**config.mk**
```make
export PLATFORM = sky130hd
export DESIGN_NAME = div_arbiter
export DESIGN_NICKNAME = d
export VERILOG_FILES = /design/src/rtl/div_arbiter.sv
export SDC_FILE = /design/constraint.sdc
export NUM_CORES = 1
export LEC_CHECK = 0
export CORE_MARGIN = 8
export CORE_UTILIZATION = 40
export DETAILED_ROUTE_END_ITERATION = 10
export PLACE_DENSITY = 0.7
export SLEW_MARGIN = 40
export SYNTH_ARGS = -nofsm -noshare
export SYNTH_HDL_FRONTEND = slang
export SYNTH_SLANG_ARGS = --single-unit
```
**constraint.sdc**
```tcl
create_clock -name clk -period 3.37 [get_ports clk]
set_input_delay 0.674 -clock clk [delete_from_list [all_inputs] [get_ports clk]]
set_output_delay 0.674 -clock clk [all_outputs]
set_load 0.005 [all_outputs]
```
**src/rtl/div_arbiter.sv**
```systemverilog
// Round-robin front end that shares one iterative divider among NREQ requesters.
// One operation is in flight at a time; divide-by-zero and divider timeouts are answered locally.
module div_arbiter #(
  parameter int N       = 4,
  parameter int NREQ    = 3,
  parameter int TIMEOUT = 2*N+4,
  localparam int ID_W   = (NREQ > 1) ? $clog2(NREQ) : 1,
  localparam int WD_W   = $clog2(TIMEOUT + 1)
) (
  input  logic              clk,
  input  logic              reset,
  input  logic [NREQ-1:0]   req_valid,
  output logic [NREQ-1:0]   req_ready,
  input  logic [NREQ*N-1:0] req_dividend,
  input  logic [NREQ*N-1:0] req_divisor,
  output logic              resp_valid,
  input  logic              resp_ready,
  output logic [ID_W-1:0]   resp_id,
  output logic [N-1:0]      resp_quotient,
  output logic [N-1:0]      resp_remainder,
  output logic              resp_error,
  output logic              div_start,
  output logic [N-1:0]      div_dividend,
  output logic [N-1:0]      div_divisor,
  input  logic [N-1:0]      div_quotient,
  input  logic [N-1:0]      div_remainder,
  input  logic              div_done,
  output logic [2:0]        dbg_state
);

  // Handshakes: a request transfers on an edge where req_valid[i] & req_ready[i];
  // a response transfers on an edge where resp_valid & resp_ready. Neither side may
  // make valid depend on ready; payloads are stable while valid is high and not taken.

  typedef enum logic [2:0] {
    S_IDLE   = 3'd0,
    S_ISSUE  = 3'd1,
    S_SETTLE = 3'd2,
    S_WAIT   = 3'd3,
    S_RESP   = 3'd4
  } state_t;

  state_t            state_q, state_d;
  logic [ID_W-1:0]   last_grant_q, last_grant_d;
  logic [ID_W-1:0]   id_q, id_d;
  logic [N-1:0]      dividend_q, dividend_d;
  logic [N-1:0]      divisor_q, divisor_d;
  logic [N-1:0]      quot_q, quot_d;
  logic [N-1:0]      rem_q, rem_d;
  logic              err_q, err_d;
  logic [WD_W-1:0]   wd_q, wd_d;
  logic [WD_W-1:0]   wd_inc;
  logic [ID_W:0]     pick;
  logic              grant_found;
  logic [ID_W-1:0]   grant_idx;

  // Returns {found, index}; the search begins just after the previous winner.
  function automatic logic [ID_W:0] rr_pick(input logic [NREQ-1:0] valid,
                                            input logic [ID_W-1:0] last);
    logic [ID_W:0] cand;
    logic [ID_W:0] res;
    logic          found;
    res   = '0;
    found = 1'b0;
    for (int k = 1; k <= NREQ; k++) begin
      cand = {1'b0, last} + (ID_W+1)'(k);
      if (cand >= (ID_W+1)'(NREQ)) cand = cand - (ID_W+1)'(NREQ);
      if (!found && valid[cand[ID_W-1:0]]) begin
        found = 1'b1;
        res   = {1'b1, cand[ID_W-1:0]};
      end
    end
    return res;
  endfunction

  assign pick        = rr_pick(req_valid, last_grant_q);
  assign grant_found = pick[ID_W];
  assign grant_idx   = pick[ID_W-1:0];
  assign wd_inc      = wd_q + WD_W'(1);

  always_ff @(posedge clk or posedge reset) begin
    if (reset) begin
      state_q      <= S_IDLE;
      last_grant_q <= ID_W'(NREQ-1);
      id_q         <= '0;
      dividend_q   <= '0;
      divisor_q    <= '0;
      quot_q       <= '0;
      rem_q        <= '0;
      err_q        <= 1'b0;
      wd_q         <= '0;
    end else begin
      state_q      <= state_d;
      last_grant_q <= last_grant_d;
      id_q         <= id_d;
      dividend_q   <= dividend_d;
      divisor_q    <= divisor_d;
      quot_q       <= quot_d;
      rem_q        <= rem_d;
      err_q        <= err_d;
      wd_q         <= wd_d;
    end
  end

  always_comb begin
    state_d      = state_q;
    last_grant_d = last_grant_q;
    id_d         = id_q;
    dividend_d   = dividend_q;
    divisor_d    = divisor_q;
    quot_d       = quot_q;
    rem_d        = rem_q;
    err_d        = err_q;
    wd_d         = wd_q;
    case (state_q)
      S_IDLE: begin
        wd_d = '0;
        if (grant_found) begin
          state_d      = S_ISSUE;
          last_grant_d = grant_idx;
          id_d         = grant_idx;
          dividend_d   = req_dividend[grant_idx*N +: N];
          divisor_d    = req_divisor[grant_idx*N +: N];
        end
      end
      S_ISSUE: begin
        wd_d = '0;
        if (divisor_q == '0) begin
          quot_d  = '1;
          rem_d   = dividend_q;
          err_d   = 1'b1;
          state_d = S_RESP;
        end else begin
          state_d = S_SETTLE;
        end
      end
      // The divider's done from the previous operation is still visible here.
      S_SETTLE: begin
        wd_d    = wd_inc;
        state_d = S_WAIT;
      end
      S_WAIT: begin
        if (div_done) begin
          quot_d  = div_quotient;
          rem_d   = div_remainder;
          err_d   = 1'b0;
          state_d = S_RESP;
        end else if (wd_inc >= WD_W'(TIMEOUT)) begin
          quot_d  = '0;
          rem_d   = '0;
          err_d   = 1'b1;
          state_d = S_RESP;
        end else begin
          wd_d = wd_inc;
        end
      end
      S_RESP: begin
        if (resp_ready) state_d = S_IDLE;
      end
      default: state_d = S_IDLE;
    endcase
  end

  always_comb begin
    req_ready = '0;
    if (!reset && state_q == S_IDLE && grant_found) req_ready[grant_idx] = 1'b1;
    div_start  = (state_q == S_ISSUE) && (divisor_q != '0);
    resp_valid = (state_q == S_RESP);
  end

  assign resp_id        = id_q;
  assign resp_quotient  = quot_q;
  assign resp_remainder = rem_q;
  assign resp_error     = err_q;
  assign div_dividend   = dividend_q;
  assign div_divisor    = divisor_q;
  assign dbg_state      = state_q;

endmodule

```
==> After elaboration in Yosys (flattened, before gate mapping) <==
Cells that the tools add are included.
{ "totals": {"reg_bits": 28, "in_bits": 39, "output_inout_bits": 27, "wordCells": 93} }
{ "classes": {"addsub": 7, "magnitude_cmp": 9, "n_eq_ne": 10, "shifts": 2, "mux": 37, "n_reduce_logical": 19} }
{ "op_table": {"columns": ["op", "count"], "rows": [
  ["4-bit two-way mux", 7],
  ["3-bit two-way mux", 9],
  ["12-bit by 5-bit indexed part select with 4-bit output", 2],
  ["4-bit case mux with 2 select lines", 2],
  ["3-bit case mux with 5 select lines", 1],
  ["2-bit by 3-bit < comparator with 1-bit output, second input constant", 4],
  ["4-bit case mux with 3 select lines", 1],
  ["3-bit by 2-bit >= comparator with 1-bit output, second input constant", 3],
  ["1-bit two-way mux", 9],
  ["3-bit AND reduction", 3],
  ["2-bit inequality test, second input constant", 4],
  ["2-bit by 2-bit adder with 3-bit output, second input constant", 2],
  ["1-bit binary-select mux with 2-bit select", 3],
  ["3-bit by 2-bit equality test with 1-bit output, second input constant", 2],
  ["1-bit logical AND", 6],
  ["2-bit two-way mux", 3],
  ["2-bit subtractor, second input constant", 3],
  ["4-bit by 1-bit adder with 4-bit output, second input constant", 1],
  ["4-bit >= comparator, second input constant", 1],
  ["4-bit zero test", 1],
  ["4-bit nonzero test", 1],
  ["2-bit by 1-bit adder with 3-bit output, second input constant", 1],
  ["3-bit by 1-bit equality test with 1-bit output, second input constant", 1],
  ["3-bit equality test, second input constant", 1],
  ["other kinds (11)", 13]
]} }

==> Depth between registers and ports, before layout <==
{ "logic_depth": {"depth_word": 17, "ltp_mapped": 10, "depth_no_buf": 7} }

==> Worst setup path before layout <==
No wires, ideal clock.
{ "synth_timing": {"path_type": "register -> output", "start": "register last_grant_q[1]", "end": "output req_ready[1]", "t_arrival_ns": 2.048, "required_time_ns": 2.696, "setup_slack_ns": 0.648, "path_stages_with_launch": 9, "path_buffers": 1, "cell_sequence": "dfstp_2 -> inv_1 -> ha_1 -> a22o_4 -> nor4_4 -> or2_2 -> buf_6 -> a21o_2 -> nor3b_2"} }
{ "synth_via": {"elab_chain_len": 17, "word_cells_on_any_way": 34, "classes_between": "add/sub: 6; order compare: 5; mux: 17; reduce/logical: 6"} }
{ "synth_lines": {"columns": ["item", "line", "text"], "rows": [
  ["from (decl)", "44", "logic [ID_W-1:0] last_grant_q, last_grant_d;"],
  ["from (signal assigned)", "84", "last_grant_q <= ID_W'(NREQ-1);"],
  ["from (signal assigned)", "94", "last_grant_q <= last_grant_d;"],
  ["2-bit by 1-bit adder with 3-bit output", "66", "cand = {1'b0, last} + (ID_W+1)'(k);"],
  ["3-bit by 2-bit >= comparator with 1-bit output / 2-bit subtractor (equally long branches)", "67", "if (cand >= (ID_W+1)'(NREQ)) cand = cand - (ID_W+1)'(NREQ);"],
  ["2-bit two-way mux", "67", null],
  ["1-bit binary-select mux with 2-bit select", "68", "if (!found && valid[cand[ID_W-1:0]]) begin"],
  ["1-bit two-way mux (not written as such)", "68", null],
  ["1-bit two-way mux", "68", null],
  ["1-bit zero test", "68", null],
  ["1-bit logical AND", "68", null],
  ["1-bit two-way mux", "68", null],
  ["1-bit zero test", "68", null],
  ["1-bit logical AND", "68", null],
  ["3-bit two-way mux *", "68", null],
  ["2-bit by 3-bit < comparator with 1-bit output (not written as such) / 2-bit by 1-bit >= comparator with 1-bit output (equally long branches)", "166", "if (!reset && state_q == S_IDLE && grant_found) req_ready[grant_idx] = 1'b1;"],
  ["1-bit logical AND (not written as such)", "166", null],
  ["1-bit two-way mux (not written as such)", "166", null],
  ["1-bit demux with 2-bit select", "166", null],
  ["3-bit two-way mux *", "166", null],
  ["to (decl)", "13", "output logic [NREQ-1:0] req_ready,"]
]} }
Every way passes the cells marked *; elsewhere a longest branch is shown, timed or not. The select of a mux whose other input is x is not followed.

==> Worst setup path after layout <==
Same ends and word-level chain as after synthesis.

==> results.txt <==
For this design, the slowest cell found on the critical path is sky130_fd_sc_hd__dfstp_2. The unique cell type count in the Yosys netlist is 62. Walking the worst path, the cells encountered are inv_1, ha_1, inv_2, or4b_1, nand2_1, a21o_2, nor3b_2, dlygate4sd2_1. The detailed-routing iteration count for the pre-antenna-repair pass came out at 5.

The width of the die is 89.73 um. The net count after synthesis came out at 273. The total power came out at 0.002603 W. TritonCTS built the clock tree.

The root buffer cell chosen for the clock tree is sky130_fd_sc_hd__clkbuf_8. The leftover overflow at the end of global routing is 0. The number of cells produced by synthesis came out at 230. The detailed router's first-iteration violation count is 125. Once detail routing completed, the nets flagged for antenna violations numbered 0.

The cell count of the worst reg-to-reg path is 9. The clock transition at the registers of the reported paths is 100 ps. The total number of vias is 2111. The die covers 8051 sq um. The number of enable flip-flop cells after synthesis came out at 0. The initial antenna violation count is 0.

The starting density of the core is 40.48%. The standard cell core area came out at 5371 sq um. The fraction of final layout cells sized beyond drive strength 1 is 22.76%. The worst-case clock buffer depth came out at 2. The mean post-synth cell area came out at 9.455 sq um. The delay of the slowest cell on the worst path came out at 560 ps. Counting flops and latches in the post-synthesis netlist gives 27.

Among all flip-flop cells after synthesis, the most frequent one is sky130_fd_sc_hd__dfrtp_1. The worst endpoint data arrival time is 2480 ps. The worst hold path belongs to the class register to register. The static power due to leakage came out at 1.239 nW.

After synthesis, the cell types taking the most area are sky130_fd_sc_hd__dfrtp_1, sky130_fd_sc_hd__o21ai_0, sky130_fd_sc_hd__o211ai_2. Adding up every negative setup slack in the final design gives 0 ps. At the pin with the least slew margin, the transition time is 619.1 ps.

The cell area after synthesis came out at 2175 sq um. The endpoint kind of the worst setup timing path is an output pin. The number of top-level design ports came out at 66. The layout net count is 356. The count of input and output buffers came out at 65.

The final hold violation count is 0. The global-route wire length before repair is 10.94 mm. The start-to-end type of the worst setup path is register to output pin. Together, buffers and inverters on the worst path number 3. The worst-skew pair later-pin latency is 280 ps. The total wirelength of the detailed-routed design is 6.383 mm. Summed over all instances, the cell type with the most area after synthesis is sky130_fd_sc_hd__dfrtp_1.

Setup violations remaining at the end of the flow were counted as 0. The HPWL after detailed placement is 4.976 mm. The slack of the worst reg-to-reg path is 700 ps.

The worst hold path was traced through 2 stages. The site row count came out at 27. The worst path setup slack after routing is 213.9 ps. The die outline height is 89.73 um. The run finished with clean final reports. The top-area cell type share of the netlist area came out at 29.92%. The average via count per standard cell came out at 5.497. Grouping stages by cell kind, the critical path spends the most delay in simple AND/OR/NAND/NOR gates. Based on the critical path, the design can be clocked at up to 316.8 MHz. STA classifies the critical path startpoint as a register. The number of cells on the critical path came out at 8. Setup repair after global routing left no endpoint under its margin. The maximum net fanout on the critical path came out at 4.

The pre-CTS setup slack is -186.0 ps. The final routed wire length divided by cell count came out at 16.62 um. The global router's overall resource usage is 15.92%.

The repair_antennas step left the layout with diodes totalling 0. The final number of max-transition violations came out at 0. The worst endpoint required time is 2700 ps. The Yosys warning count is 0. CTS built an H-tree with a depth of 1. The last weighted congestion value of the routability-driven placer is 0.8253. The clock buffer count from CTS is 3.

The maximum vdd drop is 0.0006351 V. The area added between synthesis and finish came out at 42.06%. The clock skew after layout is 7.739 ps. The headroom to the max-slew limit came out at 58.72%. The number of global-route vias before repair came to 2150. The total power density per cell area is 842.5 nW/um^2.

The post-route fraction of the period consumed by the critical path came out at 93.65%. The number of buffers added to fix hold violations after cts is 0. The number of remaining DRC errors came out at 0. The minimum period implied by the final worst setup slack is 3156 ps. The tree built by TritonCTS fans out to 27 sinks. The maximum number of pins on one net before global-route repair is 28. For this run, asynchronously set or reset flops after synthesis account for 100.0%. Across the run, the number of max-cap violations was 0. The portion of the post-synthesis area used by sequential elements came out at 31.13%.
## kinds of logic after synthesis
| kind of cell | synth area share, % |
|---|---|
| AO/OA/AOI/OAI | 34.18 |
| AND/OR/NAND/NOR | 21.40 |
| buffers and inverters | 7.940 |
| flip-flops | 31.13 |
| multiplexers | 2.646 |
| adder cells (fa/ha/maj) | 2.302 |
| XOR/XNOR | 0.4028 |
## cell type report
| class | count | area, sq um |
|---|---|---|
| inverter | 13 | 48.80 |
| clock buffer | 3 | 41.29 |
| multi-input combinational | 174 | 1363 |
| sequential | 27 | 676.9 |
| clock inverter | 1 | 7.507 |
| fill | 501 | 2282 |
| tap | 72 | 90.09 |
| timing repair buffer | 94 | 862.1 |
## metrics by stage
| step | utilization [%] | std cells | hold slack (ps) | instance area, sq um |
|---|---|---|---|---|
| 2_1_floorplan | - | 230 | 490.6 | 2175 |
| 3_5_place_dp | 55.74 | 378 | 490.4 | 2994 |
| 4_1_cts | 57.51 | 384 | 513.5 | 3089 |
| 6_report | 57.51 | 384 | 502.9 | 3089 |
| 5_1_grt | 57.51 | 384 | 562.9 | 3089 |
| 3_3_place_gp | 55.74 | 378 | 484.2 | 2994 |
## cell usage after synthesis, types with 2 or more instances
cell type / count
sky130_fd_sc_hd__a21boi_0: 8
sky130_fd_sc_hd__a21boi_1: 8
sky130_fd_sc_hd__a21oi_1: 12
sky130_fd_sc_hd__a22oi_1: 11
sky130_fd_sc_hd__a31oi_1: 3
sky130_fd_sc_hd__buf_2: 3
sky130_fd_sc_hd__buf_4: 2
sky130_fd_sc_hd__buf_6: 7
sky130_fd_sc_hd__clkbuf_1: 3
sky130_fd_sc_hd__dfrtp_1: 26
sky130_fd_sc_hd__ha_1: 4
sky130_fd_sc_hd__inv_1: 13
sky130_fd_sc_hd__mux2_2: 2
sky130_fd_sc_hd__mux2i_1: 2
sky130_fd_sc_hd__nand2_1: 11
sky130_fd_sc_hd__nand2b_1: 4
sky130_fd_sc_hd__nand3_1: 2
sky130_fd_sc_hd__nand4_1: 9
sky130_fd_sc_hd__nor2_1: 10
sky130_fd_sc_hd__nor2b_1: 3
sky130_fd_sc_hd__nor2b_4: 2
sky130_fd_sc_hd__nor3b_2: 2
sky130_fd_sc_hd__nor4_1: 2
sky130_fd_sc_hd__nor4_4: 3
sky130_fd_sc_hd__o2111ai_1: 2
sky130_fd_sc_hd__o211ai_2: 8
sky130_fd_sc_hd__o21ai_0: 21
sky130_fd_sc_hd__o22ai_1: 2
sky130_fd_sc_hd__o31ai_1: 9
sky130_fd_sc_hd__or3_1: 3
sky130_fd_sc_hd__or4b_1: 2
## worst paths after layout
kind | to | start
hold / removal | resp_error | resp_error
setup / recovery | req_ready[1] | last_grant_q[1]
min in group asynchronous | wd_q[1] | reset
hold reg to reg | resp_error | resp_error
setup reg to reg | last_grant_q[0] | last_grant_q[1]
max in group asynchronous | last_grant_q[1] | reset
## worst register-to-register path, cell delays in order (launching register included)
cell and delay, ps:
sky130_fd_sc_hd__dfstp_2 560, sky130_fd_sc_hd__inv_1 80, sky130_fd_sc_hd__ha_1 310, sky130_fd_sc_hd__buf_4 140
sky130_fd_sc_hd__buf_4 190, sky130_fd_sc_hd__nor4b_4 80, sky130_fd_sc_hd__buf_4 140, sky130_fd_sc_hd__or4_1 570
sky130_fd_sc_hd__nor3_4 180, sky130_fd_sc_hd__mux2_4 310
## metal layers
metal,GRT usage [%],up-vias,part of all wire [%]
met5,0,-,0
met4,3.385,0,0.75
met3,3.076,5,6.0
met2,26.56,78,48
met1,20.63,987,45
li1,-,1041,-
## where the power goes
part / internal [W] / total [W] / switching [W]
Clock: 0.0000840 / 0.000190 / 0.000106
Combinational: 0.000892 / 0.00178 / 0.000893
Sequential: 0.000474 / 0.000627 / 0.000153
Total: 0.00145 / 0.00260 / 0.00115
## flip-flops by register name (all words and copies together), names as in the netlist
name / flops
div_dividend: 4
div_divisor: 4
resp_quotient: 4
resp_remainder: 4
wd_q: 4
dbg_state: 3
last_grant_q: 2
resp_error: 1
resp_id: 1
## cell usage in the layout, fill, tap and decap left out, types with 2 or more instances in the layout
cell | Yosys | routed
sky130_fd_sc_hd__nor2_1 | 10 | 10
sky130_fd_sc_hd__a22oi_1 | 11 | 11
sky130_fd_sc_hd__clkdlybuf4s50_1 | 0 | 60
sky130_fd_sc_hd__nor2b_1 | 3 | 3
sky130_fd_sc_hd__nor4_4 | 3 | 3
sky130_fd_sc_hd__nand3_1 | 2 | 2
sky130_fd_sc_hd__nor3b_2 | 2 | 2
sky130_fd_sc_hd__a21oi_1 | 12 | 12
sky130_fd_sc_hd__buf_4 | 2 | 29
sky130_fd_sc_hd__nor4_1 | 2 | 2
sky130_fd_sc_hd__o211ai_2 | 8 | 8
sky130_fd_sc_hd__or4b_1 | 2 | 2
sky130_fd_sc_hd__dlygate4sd2_1 | 0 | 5
sky130_fd_sc_hd__inv_1 | 13 | 12
sky130_fd_sc_hd__nand2b_1 | 4 | 3
sky130_fd_sc_hd__clkbuf_8 | 0 | 3
sky130_fd_sc_hd__ha_1 | 4 | 2
sky130_fd_sc_hd__nand4_1 | 9 | 9
sky130_fd_sc_hd__nand2_1 | 11 | 11
sky130_fd_sc_hd__mux2_2 | 2 | 2
sky130_fd_sc_hd__o31ai_1 | 9 | 9
sky130_fd_sc_hd__nor2b_4 | 2 | 2
sky130_fd_sc_hd__a21boi_1 | 8 | 8
sky130_fd_sc_hd__a31oi_1 | 3 | 3
sky130_fd_sc_hd__or3_1 | 3 | 3
sky130_fd_sc_hd__o22ai_1 | 2 | 2
sky130_fd_sc_hd__o2111ai_1 | 2 | 2
sky130_fd_sc_hd__a21boi_0 | 8 | 8
sky130_fd_sc_hd__dfrtp_1 | 26 | 26
sky130_fd_sc_hd__o21ai_0 | 21 | 21
## timing repair
| action | 4_1_cts | 5_1_grt |
|---|---|---|
| endpoints found under the setup margin | 3 | 0 |
| resized for setup | 14 | 0 |
| setup buffers | 2 | 0 |
No activity file was read; power rests on OpenSTA's default activity.
